**src/rtl/operand_shiftreg.sv**
```systemverilog
// Digit-serial operand register for the Montgomery multiplier datapath.
// Build option: define SHIFTREG_ROTATE_EN to rotate instead of zero-fill.
module operand_shiftreg #(
    parameter int WIDTH = 32,
    parameter int DIGIT = 1
) (
    input  logic             clk,
    input  logic             rstb,
    input  logic             ena,
    input  logic             clear_n,
    input  logic             lock,
    input  logic             ld,
    input  logic             start,
    input  logic [WIDTH-1:0] reg_rji,
    input  logic [WIDTH-1:0] a,
    output logic [WIDTH-1:0] r_o,
    output logic [DIGIT-1:0] digit_o,
    output logic             digit_vld,
    output logic             busy,
    output logic             done
);

    localparam int N  = WIDTH / DIGIT;
    localparam int CW = $clog2(N + 1);

    typedef enum logic [1:0] {
        S_IDLE,
        S_SHIFT,
        S_DONE
    } state_t;

    state_t           state_q, state_d;
    logic [WIDTH-1:0] r_q, r_d;
    logic [CW-1:0]    cnt_q, cnt_d;
    logic [WIDTH-1:0] load_val;
    logic [WIDTH-1:0] shift_val;

    assign load_val = lock ? reg_rji : a;

`ifdef SHIFTREG_ROTATE_EN
    // Outgoing digit re-enters at the top so a full pass restores the operand
    assign shift_val = (r_q >> DIGIT) | (r_q << (WIDTH - DIGIT));
`else
    // Vacated MSBs are zero-filled; a full pass leaves the register empty
    assign shift_val = r_q >> DIGIT;
`endif

    // State, operand and step counter; ena=0 freezes everything
    always_ff @(posedge clk) begin
        if (!rstb) begin
            state_q <= S_IDLE;
            r_q     <= '0;
            cnt_q   <= '0;
        end else if (ena) begin
            if (!clear_n) begin
                state_q <= S_IDLE;
                r_q     <= '0;
                cnt_q   <= '0;
            end else begin
                state_q <= state_d;
                r_q     <= r_d;
                cnt_q   <= cnt_d;
            end
        end
    end

    // Next-state, load and shift sequencing
    always_comb begin
        state_d = state_q;
        r_d     = r_q;
        cnt_d   = cnt_q;
        unique case (state_q)
            S_IDLE: begin
                if (ld) begin
                    r_d = load_val;
                end
                if (start) begin
                    state_d = S_SHIFT;
                    cnt_d   = '0;
                end
            end
            S_SHIFT: begin
                r_d   = shift_val;
                cnt_d = cnt_q + CW'(1);
                if (cnt_q == CW'(N - 1)) begin
                    state_d = S_DONE;
                end
            end
            S_DONE: begin
                if (ld) begin
                    r_d = load_val;
                end
                state_d = S_IDLE;
            end
            default: begin
                state_d = S_IDLE;
            end
        endcase
    end

    // Status outputs decoded from the registered state only
    always_comb begin
        digit_vld = 1'b0;
        busy      = 1'b0;
        done      = 1'b0;
        unique case (state_q)
            S_SHIFT: begin
                digit_vld = 1'b1;
                busy      = 1'b1;
            end
            S_DONE: begin
                done = 1'b1;
            end
            default: begin
            end
        endcase
    end

    assign r_o     = r_q;
    assign digit_o = r_q[DIGIT-1:0];

endmodule

```
**config.mk**
```make
export PLATFORM = sky130hd
export DESIGN_NAME = operand_shiftreg
export DESIGN_NICKNAME = d
export VERILOG_FILES = /design/src/rtl/operand_shiftreg.sv
export SDC_FILE = /design/constraint.sdc
export NUM_CORES = 1
export LEC_CHECK = 0
export BUFFER_PORTS_ARGS = -buffer_cell sky130_fd_sc_hd__buf_4
export CORE_ASPECT_RATIO = 0.9
export CORE_MARGIN = 5
export CORE_UTILIZATION = 30
export DETAILED_ROUTE_END_ITERATION = 12
export HOLD_SLACK_MARGIN = 0.08
export SYNTH_ARGS = -nofsm -noshare
export SYNTH_HDL_FRONTEND = slang
export SYNTH_SLANG_ARGS = --single-unit
export TNS_END_PERCENT = 100
```
**constraint.sdc**
```tcl
create_clock -name clk -period 1.55 [get_ports clk]
set_input_delay 0.155 -clock clk [delete_from_list [all_inputs] [get_ports clk]]
set_output_delay 0.155 -clock clk [all_outputs]
set_load 0.02 [all_outputs]
```
==> impl_metrics.py <==
metrics = {
    "worst_setup_path": {
        "max_stage_delay_ns": 0.38,
        "timing.rr.end": "r_o[19]",
        "cp-start-kind": "flop",
        "cp-end-kind": "flop",
        "crit_type": "reg -> reg",
        "crit_arrival_ns": 1.60,
        "crit_slowest_cell": "dfxtp_1",
        "reg2reg_from": "state_q[0]",
        "reg2reg_depth": 5,
        "required_ns": 1.74,
        "crit_fanout": 64,
        "cp_cell_sequence": "nor2b_4, o31ai_4, buf_12, nand3_1, o31ai_1",
        "regToRegSetupSlack_ns": 0.14,
    },
    "sta": {
        "fin_skew_ns": 0.002690,
        "rsz0062_at_grt": "false",
        "fin_crit_ns": 1.406,
        "slew_violations": 0,
        "hold_viol_final": 0,
        "fin_tns_setup_ns": 0,
        "relSlewSlack": 0.7829,
        "fin_crit_sh": 0.9070,
        "worstMarginPinSlew_ns": 0.3256,
        "finalSetupViolCount": 0,
        "max_freq_mhz": 711.3,
    },
    "cells_and_area": {
        "n_antenna_cell": 0,
        "fillers": 783,
        "seqCellArea_sq_um": 800.8,
        "multiInputGateArea_sq_mm": 0.001274,
        "final_util": 0.4283,
        "area_delta_synth_final_pct": 41.81,
        "drive_above_1_share": 0.3562,
        "nets": 437,
    },
    "synthesis": {
        "synth-edff-count": 0,
        "netlist_area_sq_mm": 0.002245,
        "synth_largest_area_cell": "dfxtp_1",
        "synth_seq_cells": 40,
        "ys_seq_area_frac": 0.3567,
        "synth_nets": 341,
        "synth_top_flop_cell": "dfxtp_1",
        "synthTopCellsByArea": "dfxtp_1 (36%), mux2i_1 (14%), o31ai_1 (10%)",
        "ys_types": 34,
        "synth_warnings": 0,
        "synth_top_area_frac": 0.3567,
        "avgSynthCellArea_sq_um": 8.344,
        "async_reset_ff_frac": 0,
        "synthCells": 269,
    },
    "global_route": {
        "grt_antenna_before_repair": 0,
        "grt_pass1_vias": 2140,
        "grt-ovfl-total": 0,
        "track_usage": 0.1261,
        "grt_max_degree": 65,
        "grt_pass1_wl_um": 9804,
    },
    "flow_run": {
        "max-cap-violations": 0,
    },
    "placed_design": {
        "gp_congestion": 0.8294,
        "io_buffers": 106,
        "place_hpwl_um": 4514,
    },
    "hold_path": {
        "holdPathEnd": "r_o[31]",
        "min_path_cells": 3,
        "hp-class": "in -> reg",
        "hold_start": "clear_n",
    },
    "clocking": {
        "cts_buffers": 5,
        "ctsHoldBuffers": 0,
        "clk_latency_ns": 0.28,
        "clock_sinks": 40,
        "clock_path_buffers": 2,
        "cts_resized": 0,
        "cts_setup_buffers": 0,
        "htreeDepth": 2,
        "cts_root_buf": "clkbuf_8",
        "tritoncts": "done",
        "path_clk_slew_ns": 0.07,
    },
    "power_and_ir_drop": {
        "ir_drop_uv": 296.2,
        "p_int_mw": 1.672,
        "switchingPower_mw": 0.6514,
        "p_total_mw": 2.324,
        "sw_frac_of_total": 0.2803,
        "powerDensity_mw_per_mm2": 730.0,
        "power_frac_comb": 0.252,
        "pwr-share-clk": 0.272,
        "p_leak_nw": 1.469,
        "pwr-share-seq": 0.476,
    },
    "floorplanning": {
        "fp.dieW_um": 101.2,
        "die_h_um": 92.06,
        "rows": 30,
        "core_sq_mm": 0.007432,
        "start_util": 0.3020,
        "die-area_sq_mm": 0.009315,
        "io_pins": 107,
    },
    "routing": {
        "viasPerCell": 4.820,
        "drt_pass1_iterations": 4,
        "routed_wl_um": 6004,
        "drt_iter0_markers": 54,
        "routedWlPerCell_um": 13.02,
        "num_vias": 2222,
        "drc": 0,
        "ant_nets": 0,
    },
    "status": {
        "outcome": "completed",
    },
}
cell usage after synthesis (all sizes together) (3+ instances only):
cell,instances
nand4,3
dfxtp,40
nor2b,3
clkbuf,11
buf,16
o31ai,32
inv,4
nand2,34
xnor2,3
mux2i,32
nand3,35
nor2,7
o21ai,32
power groups by stage:
stage               Combinational, mW  Clock (mW)  Sequential, mW
finish                          0.585       0.633            1.11
global placement                0.588           0            1.13
CTS                             0.596       0.667            1.11
floorplan                       0.289           0            1.17
global route                    0.647       0.713            1.11
detailed placement              0.595           0            1.13
logic make-up (layout without fill, tap and decap cells):
group                      Yosys count  after routing  share of synthesized area
buffers and inverters               31            127                    0.07580
and+or+nand+nor                     86             86                     0.1795
DFF                                 40             40                     0.3567
AOI/OAI and AO/OA                   73             73                     0.2140
adders and majority gates            1              1                   0.005573
xor gates and xnor gates             4              4                    0.01561
muxes                               34             34                     0.1527
stage by stage:
step / area, sq um / cells / hold slack [ns] / worst slack [ns]
floorplan: 2245 / 269 / 0.3274 / 0.09897
global placement: 3105 / 454 / 0.4648 / 0.2209
detailed placement: 3105 / 454 / 0.4679 / 0.1577
CTS: 3183 / 461 / 0.1966 / 0.1526
global route: 3183 / 461 / 0.2105 / 0.04272
finish: 3183 / 461 / 0.2104 / 0.1442
flip-flops by register name (all words and copies together), names as in the netlist:
name and flops:
cnt_q 6, r_o 32, state_q 2
final cells by class:
type | instances | share of cell area
inverter | 4 | 0.004717
sequential | 40 | 0.2516
clock inverter | 1 | 0.001572
multi-input combinational | 198 | 0.4002
clock buffer | 6 | 0.02280
timing repair buffer | 116 | 0.2814
tap | 96 | 0.03774
cell usage in the layout, fill, tap and decap left out, drive strengths merged:
master,synthesis,final
buf,16,116
dfxtp,40,40
nand3,35,35
nand2,34,34
mux2i,32,32
o21ai,32,32
o31ai,32,32
nor2,7,7
clkbuf,11,6
inv,4,4
xnor2,3,3
nand4,3,3
nor2b,3,3
o211ai,2,2
a211oi,2,2
mux2,2,2
nand4bb,1,1
o21bai,1,1
o21ba,1,1
xor2,1,1
a21oi,1,1
nor3,1,1
a21boi,1,1
o22ai,1,1
and2,1,1
and3,1,1
ha,1,1
clkinv,0,1
metal layers:
metal	vias to the layer above	share of wire	GRT usage
met3	5	0.092	0.03650
met4	0	0.0070	0.03654
li1	1162	-	-
met1	985	0.45	0.1595
met2	70	0.45	0.2064
met5	-	0	0
critical path, delay by kind of cell, from the launching register on:
kind	cells	cell delay [ns]
AO/OA/AOI/OAI	2	0.33
buffers and inverters	1	0.28
flip-flops	1	0.38
AND/OR/NAND/NOR	2	0.29
worst max path at each step:
stage,start,endpoint,slack [ns]
4_1_cts,state_q[0],r_o[16],0.15
3_5_place_dp,state_q[0],r_o[19],0.16
5_1_grt,state_q[0],r_o[19],0.04
3_3_place_gp,state_q[0],r_o[16],0.22
6_report,state_q[0],r_o[19],0.14
2_1_floorplan,state_q[0],r_o[0],0.1
Note: power is estimated with default switching activity, not from simulation.
